File: src/rtl/bcd_pkg.sv
// Shared constants, FSM state type and digit check for the BCD <-> binary converters.
package bcd_pkg;
  localparam int N_DIGITS = 5;
  localparam int BCD_W    = 4;
  localparam int W_BIN    = 16;
  localparam int W_ACC    = 17;
  localparam int CNT_W    = $clog2(N_DIGITS);
  localparam logic [W_BIN-1:0] MAG_MAX = 16'd32767;

  typedef enum logic [1:0] {IDLE, CONV, SIGN, DONE} state_t;

  function automatic logic is_bcd_digit(input logic [BCD_W-1:0] nibble);
    return nibble <= 4'd9;
  endfunction
endpackage

File: src/rtl/bcd_to_bin_seq_if.sv
// Input word and result handshakes of the BCD-to-binary converter.
interface bcd_to_bin_seq_if;
  import bcd_pkg::*;
  logic                      in_valid;
  logic                      in_ready;
  logic                      sign_in;
  logic [N_DIGITS*BCD_W-1:0] bcd_in;
  logic                      out_valid;
  logic                      out_ready;
  logic [W_BIN-1:0]          bin_out;
  logic                      err_digit;
  logic                      err_range;

  modport master (output in_valid, sign_in, bcd_in, out_ready,
                  input  in_ready, out_valid, bin_out, err_digit, err_range);
  modport slave  (input  in_valid, sign_in, bcd_in, out_ready,
                  output in_ready, out_valid, bin_out, err_digit, err_range);
endinterface

File: src/rtl/bcd_mac10.sv
// acc*10 + digit using shifts and adds; shared with the bin-to-BCD datapath.
module bcd_mac10
  import bcd_pkg::*;
(
  input  logic [W_ACC-1:0] i_acc_in,
  input  logic [BCD_W-1:0] i_digit,
  output logic [W_ACC-1:0] o_acc_out
);
  assign o_acc_out = (i_acc_in << 3) + (i_acc_in << 1) + W_ACC'(i_digit);
endmodule

File: src/rtl/bcd_to_bin_seq.sv
// Sign + 5 BCD digits to 16-bit one's complement, one digit per clock, MSD first.
module bcd_to_bin_seq
  import bcd_pkg::*;
(
  input  logic             clk,
  input  logic             rst_n,
  bcd_to_bin_seq_if.slave  bus
);
  state_t                          r_state, w_next;
  logic [N_DIGITS-1:0][BCD_W-1:0]  r_bcd;
  logic                            r_sign;
  logic                            r_derr;
  logic [CNT_W-1:0]                r_cnt;
  logic [W_ACC-1:0]                r_acc;
  logic [W_ACC-1:0]                w_acc_nxt;
  logic [W_BIN-1:0]                r_bin;
  logic                            r_err_d;
  logic                            r_err_r;
  logic                            w_derr_in;
  logic                            w_over;
  logic                            w_in_ready;
  logic                            w_out_valid;

  always_comb begin
    w_derr_in = 1'b0;
    for (int i = 0; i < N_DIGITS; i++)
      if (!is_bcd_digit(bus.bcd_in[i*BCD_W +: BCD_W])) w_derr_in = 1'b1;
  end

  bcd_mac10 u_mac10 (
    .i_acc_in  (r_acc),
    .i_digit   (r_bcd[r_cnt]),
    .o_acc_out (w_acc_nxt)
  );

  assign w_over = r_acc > W_ACC'(MAG_MAX);

  always_ff @(posedge clk) begin
    if (!rst_n) r_state <= IDLE;
    else        r_state <= w_next;
  end

  always_comb begin
    w_next = r_state;
    case (r_state)
      IDLE:    if (bus.in_valid)  w_next = CONV;
      CONV:    if (r_cnt == '0)   w_next = SIGN;
      SIGN:                       w_next = DONE;
      DONE:    if (bus.out_ready) w_next = IDLE;
      default:                    w_next = IDLE;
    endcase
  end

  always_comb begin
    w_in_ready  = (r_state == IDLE);
    w_out_valid = (r_state == DONE);
  end

  // Bad nibbles are folded in like any other; the digit-error flag discards the result.
  always_ff @(posedge clk) begin
    if (!rst_n) begin
      r_bcd   <= '0;
      r_sign  <= 1'b0;
      r_derr  <= 1'b0;
      r_cnt   <= '0;
      r_acc   <= '0;
      r_bin   <= '0;
      r_err_d <= 1'b0;
      r_err_r <= 1'b0;
    end else begin
      case (r_state)
        IDLE: if (bus.in_valid) begin
          r_bcd  <= bus.bcd_in;
          r_sign <= bus.sign_in;
          r_derr <= w_derr_in;
          r_acc  <= '0;
          r_cnt  <= CNT_W'(N_DIGITS - 1);
        end
        CONV: begin
          r_acc <= w_acc_nxt;
          r_cnt <= r_cnt - 1'b1;
        end
        SIGN: begin
          r_err_d <= r_derr;
          r_err_r <= !r_derr && w_over;
          if (r_derr || w_over || r_acc == '0) r_bin <= '0;
          else if (r_sign)                     r_bin <= ~r_acc[W_BIN-1:0];
          else                                 r_bin <= r_acc[W_BIN-1:0];
        end
        default: ;
      endcase
    end
  end

  assign bus.in_ready  = w_in_ready;
  assign bus.out_valid = w_out_valid;
  assign bus.bin_out   = r_bin;
  assign bus.err_digit = r_err_d;
  assign bus.err_range = r_err_r;
endmodule
File: src/flat_wrapper.sv
// flat-port wrapper written by rule: the top's interface ports become plain ports
module bcd_to_bin_seq_flat import bcd_pkg::*;
  (clk, rst_n, bus_in_valid, bus_sign_in, bus_bcd_in, bus_out_ready, bus_in_ready, bus_out_valid, bus_bin_out, bus_err_digit, bus_err_range);
  bcd_to_bin_seq_if bus_i ();
  input  logic clk;
  input  logic rst_n;
  input wire logic [$bits(bus_i.in_valid)-1:0] bus_in_valid;
  input wire logic [$bits(bus_i.sign_in)-1:0] bus_sign_in;
  input wire logic [$bits(bus_i.bcd_in)-1:0] bus_bcd_in;
  input wire logic [$bits(bus_i.out_ready)-1:0] bus_out_ready;
  output wire logic [$bits(bus_i.in_ready)-1:0] bus_in_ready;
  output wire logic [$bits(bus_i.out_valid)-1:0] bus_out_valid;
  output wire logic [$bits(bus_i.bin_out)-1:0] bus_bin_out;
  output wire logic [$bits(bus_i.err_digit)-1:0] bus_err_digit;
  output wire logic [$bits(bus_i.err_range)-1:0] bus_err_range;
  assign bus_i.in_valid = bus_in_valid;
  assign bus_i.sign_in = bus_sign_in;
  assign bus_i.bcd_in = bus_bcd_in;
  assign bus_i.out_ready = bus_out_ready;
  assign bus_in_ready = bus_i.in_ready;
  assign bus_out_valid = bus_i.out_valid;
  assign bus_bin_out = bus_i.bin_out;
  assign bus_err_digit = bus_i.err_digit;
  assign bus_err_range = bus_i.err_range;
  bcd_to_bin_seq u_core (.clk(clk), .rst_n(rst_n), .bus(bus_i));
endmodule
File: config.mk
export PLATFORM = sky130hd
export DESIGN_NAME = bcd_to_bin_seq_flat
export DESIGN_NICKNAME = d
export VERILOG_FILES = /design/src/rtl/bcd_pkg.sv /design/src/rtl/bcd_to_bin_seq_if.sv /design/src/rtl/bcd_mac10.sv /design/src/rtl/bcd_to_bin_seq.sv /design/src/flat_wrapper.sv
export SDC_FILE = /design/constraint.sdc
export NUM_CORES = 1
export LEC_CHECK = 0
export ABC_AREA = 1
export CORE_ASPECT_RATIO = 0.7
export CORE_MARGIN = 5
export CORE_UTILIZATION = 50
export CTS_CLUSTER_DIAMETER = 40
export DETAILED_ROUTE_END_ITERATION = 6
export DONT_BUFFER_PORTS = 1
export GPL_TIMING_DRIVEN = 0
export SETUP_SLACK_MARGIN = 0.05
export SYNTH_ARGS = -nofsm -noshare
export SYNTH_HDL_FRONTEND = slang
export SYNTH_HIERARCHICAL = 1
export SYNTH_SLANG_ARGS = --single-unit
File: constraint.sdc
create_clock -name clk -period 3.51 [get_ports clk]
set_clock_uncertainty 0.05 [all_clocks]
set_input_delay 0.702 -clock clk [delete_from_list [all_inputs] [get_ports clk]]
set_output_delay 0.702 -clock clk [all_outputs]
set_load 0.01 [all_outputs]
* Word-level counts from Yosys, hierarchy flattened
Index checks and enable logic that the tools add are counted.
Widths: inputs -> output; s select.
** Word-level totals
- Register bits after elaboration :: 62
- Output and inout bits :: 20
- Input port bits :: 25
** Operators by class
- Reduce and logical (&&, ||, !) cells :: 11
- Equality and inequality tests :: 6
- Bitwise operators :: 1
- Magnitude comparators :: 7
- $add $sub $neg :: 3
- Multiplexer cells :: 17
** Operator list (number)
- $pmux 17 s2 :: 1
- $mux 16 :: 2
- $le 4x4->1 const B :: 5
- $add 17x17->17 :: 1
- $add 17x4->17 :: 1
- $gt 17x15->1 const B :: 1
- $logic_not 17->1 :: 1
- $mux 17 :: 1
- $not 16->16 :: 1
- $bmux 4 s3 :: 1
- $pmux 2 s4 :: 1
- $mux 2 :: 3
- $pmux 3 s2 :: 1
- $mux 1 :: 5
- $eq 2x2->1 const B :: 2
- $lt 3x4->1 const B :: 1
- $mux 4 :: 1
- $ne 2x2->1 const B :: 2
- $reduce_and 2->1 :: 2
- $logic_not 3->1 :: 1
- $mux 3 :: 1
- $reduce_and 3->1 :: 1
- $sub 3x1->3 const B :: 1
- $eq 2x1->1 const B :: 1
- 6 further kinds :: 7

* Longest topological paths before layout
- Word-level depth :: 6
- Depth in mapped cells :: 19
- Depth with buffers taken out :: 19

* Hierarchy
The synthesis kept the hierarchy.
** By module, submodules not included
- bcd_to_bin_seq :: sequential area each 1241.2 um^2, cells an instance 397, area each 2837.7 um^2, instances 1
- bcd_mac10 :: sequential area each 0.0 um^2, cells an instance 190, area each 1129.8 um^2, instances 1

* Worst setup path before layout
Ideal clock, no wire load.
- Path type :: flip-flop to flip-flop
- Start point :: register u_core.r_cnt[0]
- End point :: register u_core.r_acc[16]
- Buffers on the path :: 1
- Setup time :: 70 ps
- Stages on the path, launching flop included :: 17
- Required time :: 3390 ps
- Slack :: 891 ps
- Data arrival time :: 2499 ps
- Path through :: dfxtp_1 > inv_1 > clkbuf_1 > nand3_1 > o21ai_0 > inv_1 > fa_1 > fa_1 > inv_1 > nand2_1 > nand3_2 > nand2_1 > nand2_1 > nand2_1 > nand2_1 > nand2_1 > a21oi_1
** Between the ends
- Cells in the longest elaborated chain, start to end :: 4
** Ends and longest elaborated chain
- from (decl) :: RTL line bcd_to_bin_seq.sv:13 : logic [CNT_W-1:0] r_cnt;
- from (signal assigned) :: RTL line bcd_to_bin_seq.sv:77 : r_cnt <= CNT_W'(N_DIGITS - 1);
- from (signal assigned) :: RTL line bcd_to_bin_seq.sv:81 : r_cnt <= r_cnt - 1'b1;
- $bmux 4 s3 :: RTL line bcd_to_bin_seq.sv:32 : .i_digit (r_bcd[r_cnt]),
- $mux 4 (not written as such) :: RTL line bcd_to_bin_seq.sv:32
- $add 17x4->17 :: RTL line bcd_mac10.sv:9 : assign o_acc_out = (i_acc_in << 3) + (i_acc_in << 1) + W_ACC'(i_digit);
- named net u_core.w_acc_nxt[16] :: RTL line bcd_to_bin_seq.sv:15 : logic [W_ACC-1:0] w_acc_nxt;
- $pmux 17 s2 :: RTL line bcd_to_bin_seq.sv:71 : case (r_state)
- to (signal assigned) :: RTL line bcd_to_bin_seq.sv:80 : r_acc <= w_acc_nxt;
- to (decl) :: RTL line bcd_to_bin_seq.sv:14 : logic [W_ACC-1:0] r_acc;
The timed path passes the listed nets, and every way through them passes these cells. The select of a mux whose other input is x is not followed.
A chain may end at the register's enable or synchronous reset.

* Worst setup path in the final report
- Start point :: register u_core.r_cnt[1]
- End point :: register u_core.r_acc[16]
Same word-level chain as after synthesis.

==> metrics <==
DR pass1 iterations=5; f_max=315.5 MHz; Post-Route Setup TNS=0 ps; final slew viol count=0; Max Cap Viol=0; grt ovf=0; vias in the first global route=3,373; Synth Flop Type=dfxtp_1; Fin Hold WS=425.8 ps; power per cell area=670.7 nW/µm²; Synth cell types=34; final WL=9861 µm; worst slack at placement=336.3 ps; Worst Path Required=3710 ps; Crit Path Class=reg2reg; port buffer count=0; die width=116.5 µm; VDD IR max=0.3704 mV; layout cell share with drive strength beyond 1=8.955%; min Tclk post-route=3170 ps; R2R Setup Slk=340 ps; synthesized area=3968 µm²; Net Count, Synth=648; period utilisation layout=90.31%; post-synth top area share=31.28%; Final HPWL DP=7654 µm; Layout area overhead=10.60%; Hold WC Path Type=reg2reg; Via Count=3,665; initial antenna violation count=0; number of synthesized flops with an enable pin=0; Clock Tree Buf Depth=2; worst path arrival time=3370 ps; Root Buffer Master=clkbuf_16; largest cells by area after synthesis=dfxtp_1 (31%), nand2_1 (14%), ha_1 (11%), nor2_1 (8.2%), a21oi_1 (6.2%); total die area=9845 µm²; setup ws final=340.1 ps; Final nets=659; vias per cell=5.206; Core Region=7804 µm²; DR iter-0 viols=255; register area share after synthesis=31.28%; Hold Violations, Final=0; RePlAce Congestion=0.8515; Reg clk slew, reported paths=60 ps; I/O pin cnt=45; Synth area leader=dfxtp_1; hold buffers post-CTS=0; total CTS buffers=9; Leak=1.990 nW; syn_area_per_cell=6.759 µm²; RSZ-0062 raised after global routing=false; DRC=0; largest net degree at the start of global routing=12; Slew @ Worst Pin=518.5 ps; CTS tree=done; first-pass GRT wire length=16,370 µm; Seq cells post-synth=62; Synth warnings=6; Pwr Total=2.943 mW; Die Height=84.53 µm; startpoint types=flip-flop; starting density of the core=50.84%; Worst setup EP type=flip-flop; antenna-violating nets left=0; Fillers=822; # rows=27; aggregate global-route resource usage=20.62%; clk_lat worst skew=320 ps; Sink Count=62; final setup violation count=0; diode count=0; status=complete, no violations; Clock H-tree levels=3; Post-Syn Instances=587; Slew Limit Headroom=65.43%; post-layout util=56.23%; Async SR Flop Fraction=0%; average routed wire per standard cell=14.01 µm; CP Max Fanout=10
[where the power goes]
part / internal [mW] / switching [mW] / total [mW]
combinational: 0.414 / 0.722 / 1.14
sequential: 0.824 / 0.103 / 0.927
clock: 0.548 / 0.332 / 0.881
total: 1.79 / 1.16 / 2.94
[layout make-up]
type / count / area (µm²) / area share [%]
plain buffers: 22 / 133.9 / 3.051
clock buffers: 10 / 229.0 / 5.218
clock inverters: 6 / 61.31 / 1.397
inverters: 62 / 236.5 / 5.389
multi-input cells: 441 / 2360 / 53.78
flip-flops and latches: 62 / 1241 / 28.29
well taps: 101 / 126.4 / 2.880
[worst paths after layout]
kind                     from                to  cells after the start
max           u_core/r_cnt[1]  u_core/r_acc[16]                     16
min          u_core/r_acc[16]  u_core/r_acc[16]                      2
max reg2reg   u_core/r_cnt[1]  u_core/r_acc[16]                     16
min reg2reg  u_core/r_acc[16]  u_core/r_acc[16]                      2
[cells by family (layout without fill, tap and decap cells)]
logic type,Yosys count,count (layout),share of synthesized area [%]
compound gates,99,99,13.40
xor+xnor,18,18,3.973
fa+ha+maj,36,36,11.73
buf+inv,84,100,9.240
flops,62,62,31.28
simple gates,288,288,30.37
[placed cells by master (no fill, tap or decap), drive strengths merged, types with 2 or more instances in the layout]
cell type,instances
nand2,157
nor2,92
dfxtp,62
inv,58
a21oi,51
o21ai,37
ha,34
nand3,30
clkbuf,17
buf,15
xnor2,13
a31oi,7
clkinv,7
xor2,5
nand4,3
or2,3
clkinvlp,2
o211ai,2
nor3,2
fa,2
[stage by stage]
step	instance area, µm²	instances
after floorplan	3968	587
after global placement	4094	688
after detailed placement	4094	688
after CTS	4384	704
after global routing	4388	704
final	4388	704
[flip-flops by register name, summed over array words and instances, names as in the netlist]
signal / cells
u_core/bus.bin_out: 16
u_core/bus.err_digit: 1
u_core/r_acc: 17
u_core/r_cnt: 3
u_core/r_derr: 1
u_core/r_bcd: 20
u_core/r_state: 2
u_core/r_sign: 1
u_core/bus.err_range: 1
[metal layers]
| layer | vias to the layer above | GRT usage, % | part of all wire, % |
|---|---|---|---|
| li1 | 1900 | - | - |
| met1 | 1670 | 32.57 | 55 |
| met2 | 93 | 28.66 | 39 |
| met3 | 2 | 4.179 | 5.6 |
| met4 | 0 | 3.899 | 0.33 |
| met5 | - | 0 | 0 |
[cell usage after synthesis (3+ instances only)]
library cell    n
xnor2_1        13
nand2_1       152
nand2_2         5
clkinv_1        5
ha_1           34
nor2_2          3
a21oi_1        49
clkbuf_1        7
xor2_1          5
nor2_1         87
nand4_1         3
inv_1          53
o21ai_0        37
a31oi_1         7
buf_2           8
dfxtp_1        62
inv_2           4
buf_4           4
nand3_1        28
[critical path, stage by stage (launching register included)]
cell,delay [ps]
dfxtp_1,530
clkinvlp_4,300
nand3_1,140
nand3_1,80
o21ai_0,100
inv_1,80
fa_1,500
fa_1,540
inv_1,90
nand2_1,60
nand3_2,100
nand2_1,110
nand2_1,90
nand2_1,50
nand2_1,80
nand2_1,60
a21oi_1,150
[timing repair]
action / CTS / global route
endpoints found under the setup margin: 0 / 1
resized for setup: 0 / 1
endpoints found under the hold margin: 0 / 0
buffers inserted: 0 / 0
Power figures use the tool's default switching activity.
